### src/rtl/pfmux_pipe.sv
// Registered N-channel valid/ready multiplexer with fixed-select or round-robin
// arbitration, packet-level grant locking and a single output register stage.
module pfmux_pipe #(
  parameter int WIDTH = 8,
  parameter int NCH   = 4,
  parameter int SELW  = 2
) (
  input  logic                 CK,
  input  logic                 CD,
  input  logic                 MODE,
  input  logic [SELW-1:0]      SEL,
  input  logic [NCH*WIDTH-1:0] DIN,
  input  logic [NCH-1:0]       DVALID,
  input  logic [NCH-1:0]       DLAST,
  output logic [NCH-1:0]       DREADY,
  output logic [WIDTH-1:0]     Z,
  output logic                 ZVALID,
  output logic                 ZLAST,
  output logic [SELW-1:0]      ZCH,
  input  logic                 ZREADY
);

  logic [WIDTH-1:0]     din_ch [NCH];
  logic [(1<<SELW)-1:0] sel_ok;
  logic                 lock;
  logic [SELW-1:0]      lock_ch;
  logic [SELW-1:0]      rr_ptr;
  logic                 rr_found;
  logic [SELW-1:0]      rr_idx;
  logic [SELW-1:0]      scan_idx;
  logic [SELW-1:0]      g;
  logic                 gx;
  logic                 ld;
  logic                 accept;

  for (genvar gi = 0; gi < NCH; gi++) begin : g_unpack
    assign din_ch[gi] = DIN[gi*WIDTH +: WIDTH];
  end

  // Select indices at or beyond NCH are legal port values but name no channel.
  for (genvar gi = 0; gi < (1 << SELW); gi++) begin : g_selok
    assign sel_ok[gi] = (gi < NCH) ? 1'b1 : 1'b0;
  end

  // Cyclic scan starting just after the last packet's winner.
  always_comb begin
    rr_found = 1'b0;
    rr_idx   = '0;
    scan_idx = '0;
    for (int k = 1; k <= NCH; k++) begin
      scan_idx = SELW'((int'(rr_ptr) + k) % NCH);
      if (!rr_found && DVALID[scan_idx]) begin
        rr_found = 1'b1;
        rr_idx   = scan_idx;
      end
    end
  end

  always_comb begin
    g  = '0;
    gx = 1'b0;
    if (lock) begin
      g  = lock_ch;
      gx = 1'b1;
    end else if (!MODE) begin
      g  = SEL;
      gx = sel_ok[SEL];
    end else begin
      g  = rr_idx;
      gx = rr_found;
    end
  end

  assign ld     = !ZVALID || ZREADY;
  assign accept = ld && gx && DVALID[g];

  for (genvar gi = 0; gi < NCH; gi++) begin : g_ready
    assign DREADY[gi] = !CD && ld && gx && (g == SELW'(gi));
  end

  always_ff @(posedge CK or posedge CD) begin
    if (CD) begin
      Z       <= '0;
      ZVALID  <= 1'b0;
      ZLAST   <= 1'b0;
      ZCH     <= '0;
      lock    <= 1'b0;
      lock_ch <= '0;
      rr_ptr  <= SELW'(NCH - 1);
    end else if (ld) begin
      if (accept) begin
        Z      <= din_ch[g];
        ZLAST  <= DLAST[g];
        ZCH    <= g;
        ZVALID <= 1'b1;
        if (DLAST[g]) begin
          lock   <= 1'b0;
          rr_ptr <= g;
        end else begin
          lock    <= 1'b1;
          lock_ch <= g;
        end
      end else begin
        ZVALID <= 1'b0;
      end
    end
  end

endmodule

### config.mk
export PLATFORM = sky130hd
export DESIGN_NAME = pfmux_pipe
export DESIGN_NICKNAME = d
export VERILOG_FILES = /design/src/rtl/pfmux_pipe.sv
export SDC_FILE = /design/constraint.sdc
export NUM_CORES = 1
export LEC_CHECK = 0
export BUFFER_PORTS_ARGS = -buffer_cell sky130_fd_sc_hd__buf_4
export CORE_ASPECT_RATIO = 2
export CORE_UTILIZATION = 29
export DETAILED_ROUTE_END_ITERATION = 10
export PLACE_DENSITY = 0.62
export SETUP_SLACK_MARGIN = 0.4
export SYNTH_ARGS = -nofsm -noshare
export SYNTH_HDL_FRONTEND = slang
export SYNTH_SLANG_ARGS = --single-unit
### constraint.sdc
create_clock -name CK -period 3.14 [get_ports CK]
set_input_delay 0.628 -clock CK [delete_from_list [all_inputs] [get_ports CK]]
set_output_delay 0.628 -clock CK [all_outputs]
set_load 0.03 [all_outputs]
==> results.sh, run 1 <==
export IMPL_status="finished, final reports clean"
export IMPL_power_density_mw_per_mm2=876
export IMPL_crit_chain="buf_8 > or4_4 > a222oi_1 > a31oi_4 > nor3_2 > buf_4"
export IMPL_worst_setup_path_type="input port to primary output"
export IMPL_worst_path_largest_cell_delay_ns=0.53
export IMPL_end_kind="primary output"
export IMPL_grt_start_max_net_pins=19
export IMPL_clk_latency_ns=0.26
export IMPL_fmax_mhz=358
export IMPL_grt_first_pass_wirelength_um=5590
export IMPL_drv_cap=0
export IMPL_p_total_uw=1620
export IMPL_area_delta_synth_final_pct=55.5
export IMPL_vdd_ir_drop_max_uv=420
export IMPL_cts_buffer_depth=2
export IMPL_drive_above_1_share_pct=57.6
export IMPL_holdCritPathClass="input port to async pin"
export IMPL_grt_pass1_vias=1299
export IMPL_hpwl_um=2670
export IMPL_post_drt_via_cell_ratio=5.20
export IMPL_critPathMaxFanout=7
export IMPL_synth_distinct_cells=39
export IMPL_leakage_uw=0.000864
export IMPL_avgRoutedWirePerCell_um=15.1
export IMPL_setup_viol=0
export IMPL_track_usage_pct=17.4
export IMPL_syn_num_nets=146
export IMPL_dr_first_iter_drc_count=14
export IMPL_synth_largest_area_cell="dfrtp_1"
export IMPL_gr_total_overflow=0
export IMPL_final_nets=217
export IMPL_port_buffers=61
export IMPL_ys_seq_area_share_pct=36.1
export IMPL_final_cell_mix="buf_4 (67), dfrtp_1 (15), mux2_2 (9)"
export IMPL_grt_busiest_layer="met2"
export IMPL_synth_seq_cells=17
export IMPL_cts_buffers=3
export IMPL_synth_area_leaders="dfrtp_1 (32%), mux4_1 (18%), mux2_2 (8.5%)"
export IMPL_setup_tns_ns=0
export IMPL_final_common_cell="buf_4"
export IMPL_crit_slowest_cell="or4_4"
export IMPL_initial_core_util_pct=30.5
export IMPL_slew_headroom_pct=68.3
export IMPL_fillers=400
export IMPL_slew_viol_final=0
export IMPL_post_route_period_util_pct=89.0
export IMPL_grt_use_met3_pct=4.09
export IMPL_antenna_cells=0
export IMPL_syn_area_per_cell_um2=11.9
export IMPL_wl_um=3340
export IMPL_drcViolationCount=0
export IMPL_synth_top_area_share_pct=31.6
export IMPL_clock_sinks=17
export IMPL_drtAntennaViolNets=0
export IMPL_ys_flop_type="dfrtp_1"
export IMPL_worstPathRequired_ns=2.51
export IMPL_fp_dieH_um=92.4
export IMPL_cp_arrival_ns=2.17
export IMPL_rsz0062_at_grt="true"
export IMPL_die_area_mm2=0.00437
export IMPL_synthArstFlopShare_pct=100
export IMPL_cts_tree="done"
export IMPL_startpoint_type="input port"
export IMPL_synthCells=100
export IMPL_place_gp_congestion=0.815
export IMPL_fp_dieW_um=47.2
export IMPL_fin_skew_ns=0.00335
export IMPL_num_rows=32
export IMPL_firstDrtPassIters=4
export IMPL_finalHoldViolations=0
export IMPL_synthesis_area_mm2=0.00119
export IMPL_use_met2_pct=30.4
export IMPL_clkTransAtPathRegs_ns=0.07
export IMPL_io_pins=62
export IMPL_vias=1149
export IMPL_ys_warnings_count=0
export IMPL_synth_edff_count=0
export IMPL_h_tree_depth=1
export IMPL_tightest_slew_ns=0.476
export IMPL_root_buffer="clkbuf_8"
export IMPL_fin_crit_ns=2.79
export IMPL_grt_use_met1_pct=17.9
export IMPL_grt_antenna_before_repair=0
export IMPL_core_area_mm2=0.00388
what timing repair did:
action,4_1_cts,5_1_grt
hold buffers,0,0
pin swaps,4,3
endpoints found under the setup margin,4,5
resized for setup,5,6
buffers inserted,4,1
endpoints found under the hold margin,0,0
power by group:
group          total (µW)  internal, µW  switching [µW]
Clock                 164          88.2            75.9
Combinational        1040           499             537
Sequential            416           331            85.0
state kept, by name, indices dropped and copies added, names as in the netlist:
signal	count
Z	8
ZCH	2
lock_ch	2
rr_ptr	2
ZLAST	1
ZVALID	1
lock	1
path summary, 6_finish.rpt:
| path | cells past startpoint | slack (ns) | endpoint | startpoint |
|---|---|---|---|---|
| max in group asynchronous | 3 | 2.44 | rr_ptr[0]$_DFFE_PP1P_ | CD |
| hold / removal | 3 | 0.44 | Z[0]$_DFFE_PP0P_ | CD |
| setup reg to reg | 8 | 0.60 | Z[3]$_DFFE_PP0P_ | lock$_DFFE_PP0P_ |
| min in group CK | 1 | 0.49 | ZCH[1]$_DFFE_PP0P_ | ZCH[1]$_DFFE_PP0P_ |
| hold reg to reg | 1 | 0.49 | ZCH[1]$_DFFE_PP0P_ | ZCH[1]$_DFFE_PP0P_ |
| setup / recovery | 6 | 0.35 | DREADY[2] | DVALID[2] |
logic make-up (layout without fill, tap and decap cells):
group / count (synthesis) / after routing / share of synthesized area [%]
multiplexers: 22 / 22 / 30.9
AND/OR/NAND/NOR: 31 / 31 / 14.5
buffers and inverters: 9 / 79 / 4.54
AO/OA/AOI/OAI: 21 / 21 / 14.0
flip-flops: 17 / 17 / 36.1
cell usage after synthesis, types with 2 or more instances:
| library cell | number |
|---|---|
| a211oi_1 | 4 |
| a21o_1 | 2 |
| a21oi_1 | 3 |
| a22oi_1 | 3 |
| buf_6 | 2 |
| dfrtp_1 | 15 |
| dfstp_2 | 2 |
| inv_1 | 5 |
| mux2_2 | 9 |
| mux2i_1 | 3 |
| mux4_1 | 8 |
| nand2_1 | 4 |
| nand2b_1 | 2 |
| nand3_1 | 4 |
| nor2_1 | 5 |
| nor2b_1 | 4 |
| nor3_1 | 3 |
per-stage QoR:
stage | instances | utilization [%] | worst slack, ns | cell area (µm²) | hold WS (ns)
after floorplan | 100 | - | 0.296 | 1200 | 0.474
after global placement | 212 | 44.1 | 0.320 | 1710 | 0.465
after detailed placement | 212 | 44.1 | 0.268 | 1710 | 0.480
after CTS | 220 | 46.7 | 0.364 | 1810 | 0.432
after global routing | 221 | 47.5 | 0.307 | 1840 | 0.484
final | 221 | 47.5 | 0.346 | 1840 | 0.443
per-layer routing:
layer  vias up  share of wire [%]
met5         -                  0
met2        64                 55
met4         0                2.3
li1        534                  -
met1       544                 34
met3         7                7.9
cell type report:
type | instances | area [µm²] | area share (%)
multi-input combinational | 74 | 747 | 40.5
sequential | 17 | 428 | 23.2
timing repair buffer | 70 | 541 | 29.3
inverter | 5 | 18.8 | 1.02
clock buffer | 3 | 41.3 | 2.24
tap | 51 | 63.8 | 3.46
clock inverter | 1 | 5.00 | 0.271
critical path, delay by kind of cell:
kind | cells | cell delay, ns
AO/OA/AOI/OAI | 2 | 0.51
buffers and inverters | 2 | 0.28
AND/OR/NAND/NOR | 2 | 0.74
(Power assumes the default switching activity.)
==> run 2: changes to the inputs <==
==> constraint.sdc (replaced) <==
create_clock -name CK -period 3 [get_ports CK]
set_input_delay 0.6 -clock CK [delete_from_list [all_inputs] [get_ports CK]]
set_output_delay 0.6 -clock CK [all_outputs]
set_load 0.03 [all_outputs]
==> run 2 against run 1 <==
  * Sequential share of layout area fell by 0.82 points
  * Critical path depth unchanged
  * Flip-flop and latch count stayed put
  * Sequential power increased by 5.0%
  * First-iteration DRC count rose by 7.1%
  * Total power rose by 8.5%
  * Largest power group unchanged
==> results.sh, run 2 (synthesis results as in run 1) <==
export IMPL_setup_viol=0
export IMPL_fp_dieW_um=47.2
export IMPL_initial_core_util_pct=30.5
export IMPL_die_area_mm2=0.00437
export IMPL_post_route_period_util_pct=90.4
export IMPL_firstDrtPassIters=4
export IMPL_drcViolationCount=0
export IMPL_fmax_mhz=369
export IMPL_grt_start_max_net_pins=12
export IMPL_cts_tree="done"
export IMPL_drive_above_1_share_pct=62.6
export IMPL_setup_tns_ns=0
export IMPL_cts_buffers=3
export IMPL_avgRoutedWirePerCell_um=15.5
export IMPL_clk_latency_ns=0.25
export IMPL_crit_slowest_cell="or4_4"
export IMPL_crit_chain="buf_8 > or4_4 > a222oi_1 > a31oi_4 > and3_4 > buf_6"
export IMPL_top_register="Z"
export IMPL_drtAntennaViolNets=0
export IMPL_p_total_uw=1750
export IMPL_end_kind="primary output"
export IMPL_area_delta_synth_final_pct=61.2
export IMPL_fin_skew_ns=0.00125
export IMPL_root_buffer="clkbuf_8"
export IMPL_grt_pass1_vias=1319
export IMPL_leakage_uw=0.000867
export IMPL_clock_sinks=17
export IMPL_grt_antenna_before_repair=0
export IMPL_place_gp_congestion=0.863
export IMPL_tightest_slew_ns=0.487
export IMPL_post_drt_via_cell_ratio=5.18
export IMPL_io_pins=62
export IMPL_largest_register_ff_count=8
export IMPL_worst_path_largest_cell_delay_ns=0.53
export IMPL_critPathTopFamily="simple AND/OR/NAND/NOR gates"
export IMPL_clkTransAtPathRegs_ns=0.06
export IMPL_drv_cap=0
export IMPL_status="finished, final reports clean"
export IMPL_track_usage_pct=17.9
export IMPL_startpoint_type="input port"
export IMPL_num_rows=32
export IMPL_grt_first_pass_wirelength_um=5600
export IMPL_final_nets=218
export IMPL_finalHoldViolations=0
export IMPL_cp_arrival_ns=2.11
export IMPL_final_common_cell="buf_4"
export IMPL_fp_dieH_um=92.4
export IMPL_cts_buffer_depth=2
export IMPL_hpwl_um=2790
export IMPL_slew_viol_final=0
export IMPL_holdCritPathClass="input port to async pin"
export IMPL_wl_um=3440
export IMPL_power_density_mw_per_mm2=917
export IMPL_port_buffers=61
export IMPL_crit_buf_inv=2
export IMPL_core_area_mm2=0.00388
export IMPL_h_tree_depth=1
export IMPL_critPathMaxFanout=6
export IMPL_worstPathRequired_ns=2.40
export IMPL_vias=1151
export IMPL_fin_crit_ns=2.71
export IMPL_dr_first_iter_drc_count=15
export IMPL_final_cell_mix="buf_4 (64), dfrtp_1 (15), mux2_2 (9)"
export IMPL_worst_setup_path_type="input port to primary output"
export IMPL_vdd_ir_drop_max_uv=519
export IMPL_gr_total_overflow=0
export IMPL_rsz0062_at_grt="true"
export IMPL_antenna_cells=0
export IMPL_slew_headroom_pct=67.6
## run 2: changes by cell type in the layout (fill, tap and decap cells not counted), moves of 2 or more
cell / change
nor2_2: +2
a21oi_1: -2
buf_4: -3
nor2_1: -2
a21oi_2: +2
nor2b_4: -2
nor3_4: +2
nor3_2: -2
buf_6: +4
## run 2: repair_timing
| item | in CTS | in global routing |
|---|---|---|
| buffers inserted | 3 | 1 |
| endpoints found under the hold margin | 0 | 0 |
| endpoints found under the setup margin | 9 | 17 |
| hold buffers | 0 | 0 |
| pin swaps | 4 | 4 |
| gates resized for setup | 12 | 10 |
## run 2: cell type report
cell class,count,area [µm²]
Timing Repair Buffer,71,563
Clock buffer,4,45.0
Tap cell,51,63.8
Inverter,5,18.8
Fill cell,393,1970
Multi-Input combinational cell,74,793
Sequential cell,17,428
## run 2: routing by layer
metal / GRT usage [%] / wire length (µm) / vias up
met3: 2.73 / 197 / 13
met1: 18.4 / 1150 / 545
met4: 11.7 / 159 / 0
li1: - / - / 536
met5: 0 / 0 / -
met2: 30.5 / 1930 / 57
## run 2: through the flow
step	hold WS [ns]	worst slack [ns]	instance area [µm²]	util [%]	std cells
finish	0.362	0.288	1910	49.2	222
global route	0.399	0.223	1910	49.2	222
CTS	0.369	0.291	1860	48.0	221
detailed placement	0.482	0.111	1740	44.9	214
global placement	0.476	0.150	1740	44.9	214
floorplan	0.474	0.320	1210	-	100
## run 2: path summary, 6_finish.rpt
| check | cells after the start | slack (ns) | startpoint | endpoint |
|---|---|---|---|---|
| worst max-delay path | 6 | 0.29 | DVALID[2] | DREADY[1] |
| worst min-delay path | 2 | 0.36 | CD | Z[2]$_DFFE_PP0P_ |
| worst max register to register | 8 | 0.54 | rr_ptr[1]$_DFFE_PP1P_ | Z[7]$_DFFE_PP0P_ |
| worst min register to register | 1 | 0.50 | ZLAST$_DFFE_PP0P_ | ZLAST$_DFFE_PP0P_ |
| max in group asynchronous | 3 | 2.09 | CD | rr_ptr[1]$_DFFE_PP1P_ |
| min in group CK | 1 | 0.50 | ZLAST$_DFFE_PP0P_ | ZLAST$_DFFE_PP0P_ |
## run 2: power by group
| part | leakage (µW) | total (µW) | internal (µW) | switching (µW) |
|---|---|---|---|---|
| Combinational | 0.000643 | 1140 | 552 | 593 |
| Clock | 0.0000228 | 171 | 94.4 | 76.4 |
| Sequential | 0.000201 | 437 | 346 | 90.8 |
| Total | 0.000867 | 1750 | 992 | 761 |
==> run 3: changes to the inputs <==
--- a/config.mk
+++ b/config.mk
@@ -9,6 +9,7 @@
 export CORE_ASPECT_RATIO = 2
 export CORE_UTILIZATION = 29
 export DETAILED_ROUTE_END_ITERATION = 10
+export MAX_ROUTING_LAYER = met4
 export PLACE_DENSITY = 0.62
 export SETUP_SLACK_MARGIN = 0.4
 export SYNTH_ARGS = -nofsm -noshare
==> run 3 against run 2 <==
  * Clock-buffer cell count stayed put
  * Total power rose by 1.2%
  * Sequential share of layout area down 0.088 points
  * Critical path type unchanged
==> results.sh, run 3 (synthesis results as in run 1) <==
export IMPL_status="finished, final reports clean"
export IMPL_grt_first_pass_wirelength_um=5640
export IMPL_post_drt_via_cell_ratio=5.26
export IMPL_place_gp_congestion=0.829
export IMPL_antenna_cells=0
export IMPL_io_pins=62
export IMPL_final_nets=219
export IMPL_crit_buf_inv=2
export IMPL_power_density_mw_per_mm2=924
export IMPL_ff2ff_setup_slack_ns=0.49
export IMPL_dr_max_layer_used="met4"
export IMPL_grt_antenna_before_repair=0
export IMPL_slew_headroom_pct=68.1
export IMPL_avgRoutedWirePerCell_um=15.9
export IMPL_clkTransAtPathRegs_ns=0.07
export IMPL_wl_um=3540
export IMPL_port_buffers=61
export IMPL_drtAntennaViolNets=0
export IMPL_setup_viol=0
export IMPL_firstDrtPassIters=4
export IMPL_grt_pass1_vias=1314
export IMPL_p_total_uw=1770
export IMPL_crit_slowest_cell="or4_4"
export IMPL_crit_chain="buf_4 > or4_4 > a222oi_1 > a31oi_4 > nor3_4 > buf_6"
export IMPL_netSwitchingFraction_pct=43.2
export IMPL_setup_ws_ns=0.281
export IMPL_area_delta_synth_final_pct=61.8
export IMPL_drv_cap=0
export IMPL_critPathMaxFanout=7
export IMPL_cts_buffer_depth=2
export IMPL_r2r_cells=9
export IMPL_root_buffer="clkbuf_8"
export IMPL_internal_power_uw=1010
export IMPL_timing_rr_end="rr_ptr[0]$_DFFE_PP1P_"
export IMPL_post_route_period_util_pct=90.6
export IMPL_startpoint_type="input port"
export IMPL_worst_path_largest_cell_delay_ns=0.48
export IMPL_tightest_slew_ns=0.478
export IMPL_hpwl_um=2830
export IMPL_core_area_mm2=0.00388
export IMPL_endpoint="DREADY[0]"
export IMPL_cts_tree="done"
export IMPL_end_kind="primary output"
export IMPL_dr_first_iter_drc_count=22
export IMPL_holdCritPathClass="input port to async pin"
export IMPL_num_rows=32
export IMPL_fin_skew_ns=0.00212
export IMPL_vias=1173
export IMPL_top_register="Z"
export IMPL_clkPwrFrac_pct=10.0
export IMPL_finalHoldViolations=0
export IMPL_met2_length_um=2070
export IMPL_vdd_ir_drop_max_uv=522
export IMPL_switchingPower_uw=767
export IMPL_worstSetupPathDepth=6
export IMPL_p_comb_share_pct=65.7
export IMPL_route_met3_wl_um=151
export IMPL_drcViolationCount=0
export IMPL_fp_dieW_um=47.2
export IMPL_gr_total_overflow=0
export IMPL_rsz0062_at_grt="true"
export IMPL_setup_tns_ns=0
export IMPL_clk_latency_ns=0.26
export IMPL_clock_sinks=17
export IMPL_slew_viol_final=0
export IMPL_final_common_cell="buf_4"
export IMPL_cp_arrival_ns=2.12
export IMPL_track_usage_pct=18.4
export IMPL_die_area_mm2=0.00437
export IMPL_r2r_start="rr_ptr[1]$_DFFE_PP1P_"
export IMPL_h_tree_depth=1
export IMPL_leakage_uw=0.000871
export IMPL_dp_slack_ns=0.134
export IMPL_grt_start_max_net_pins=12
export IMPL_ff_latch_area_um2=428
export IMPL_multi_input_area_um2=793
export IMPL_cts_buffers=3
export IMPL_fillers=372
export IMPL_pwr_share_seq_pct=24.4
export IMPL_wl_met1_um=1220
export IMPL_fmax_mhz=368
export IMPL_largest_register_ff_count=8
export IMPL_fp_dieH_um=92.4
export IMPL_critPathTopFamily="simple AND/OR/NAND/NOR gates"
export IMPL_worstPathRequired_ns=2.40
export IMPL_drive_above_1_share_pct=61.0
export IMPL_initial_core_util_pct=30.5
export IMPL_hold_buffers=0
export IMPL_crit_path_start="DVALID[3]"
export IMPL_whs_ns=0.360
export IMPL_fin_crit_ns=2.72
export IMPL_final_cell_mix="buf_4 (65), dfrtp_1 (15), mux2_2 (9)"
export IMPL_worst_setup_path_type="input port to primary output"
-- run 3: cell types whose count changed in the layout (fill, tap and decap cells not counted), sizes merged --
cell  delta
buf      +1
-- run 3: area by class of cell --
class                      count  area share (%)
sequential                    17            22.3
clock buffer                   4            2.35
tap                           51            3.32
multi-input combinational     74            41.3
inverter                       5           0.978
timing repair buffer          72            29.7
-- run 3: worst register-to-register path, cell delays in order (launching register included) --
cell      delay [ns]
dfstp_2         0.60
mux2i_1         0.25
a22oi_1         0.15
a31oi_4         0.37
buf_4           0.18
buf_6           0.11
mux2i_4         0.29
nor3b_2         0.10
a211oi_1        0.31
a211oi_2        0.07
-- run 3: timing repair --
item / 4_1_cts / 5_1_grt
setup buffers: 4 / 0
endpoints found under the setup margin: 16 / 18
resized for setup: 17 / 3
pin swaps: 4 / 3
-- run 3: layer usage --
layer	vias to the layer above	track usage [%]
met5	-	-
met4	0	8.33
met3	11	1.17
met2	53	32.2
met1	567	19.7
li1	542	-
-- run 3: how the worst min path moves through the flow --
| stage | endpoint | slack [ns] | cells after the start |
|---|---|---|---|
| 2_1_floorplan | lock_ch[1]$_DFFE_PP0P_ | 0.47 | 1 |
| 3_3_place_gp | ZCH[1]$_DFFE_PP0P_ | 0.47 | 1 |
| 3_5_place_dp | ZLAST$_DFFE_PP0P_ | 0.50 | 1 |
| 4_1_cts | ZCH[1]$_DFFE_PP0P_ | 0.38 | 2 |
| 5_1_grt | Z[1]$_DFFE_PP0P_ | 0.39 | 2 |
| 6_report | ZCH[1]$_DFFE_PP0P_ | 0.36 | 2 |
-- run 3: per-stage QoR --
stage                     instance area, µm²  std cells  util, %
after global placement                  1750        215     45.1
after floorplan                         1210        100        -
after CTS                               1900        223     48.9
final                                   1920        223     49.4
after detailed placement                1750        215     45.1
after global routing                    1920        223     49.4
-- run 3: power by group through the flow --
stage	Combinational, µW	Clock [µW]	Sequential [µW]
after floorplan	599	0	564
after global placement	1050	0	428
after detailed placement	1070	0	433
after CTS	1150	178	433
after global routing	1250	184	450
final	1160	177	432
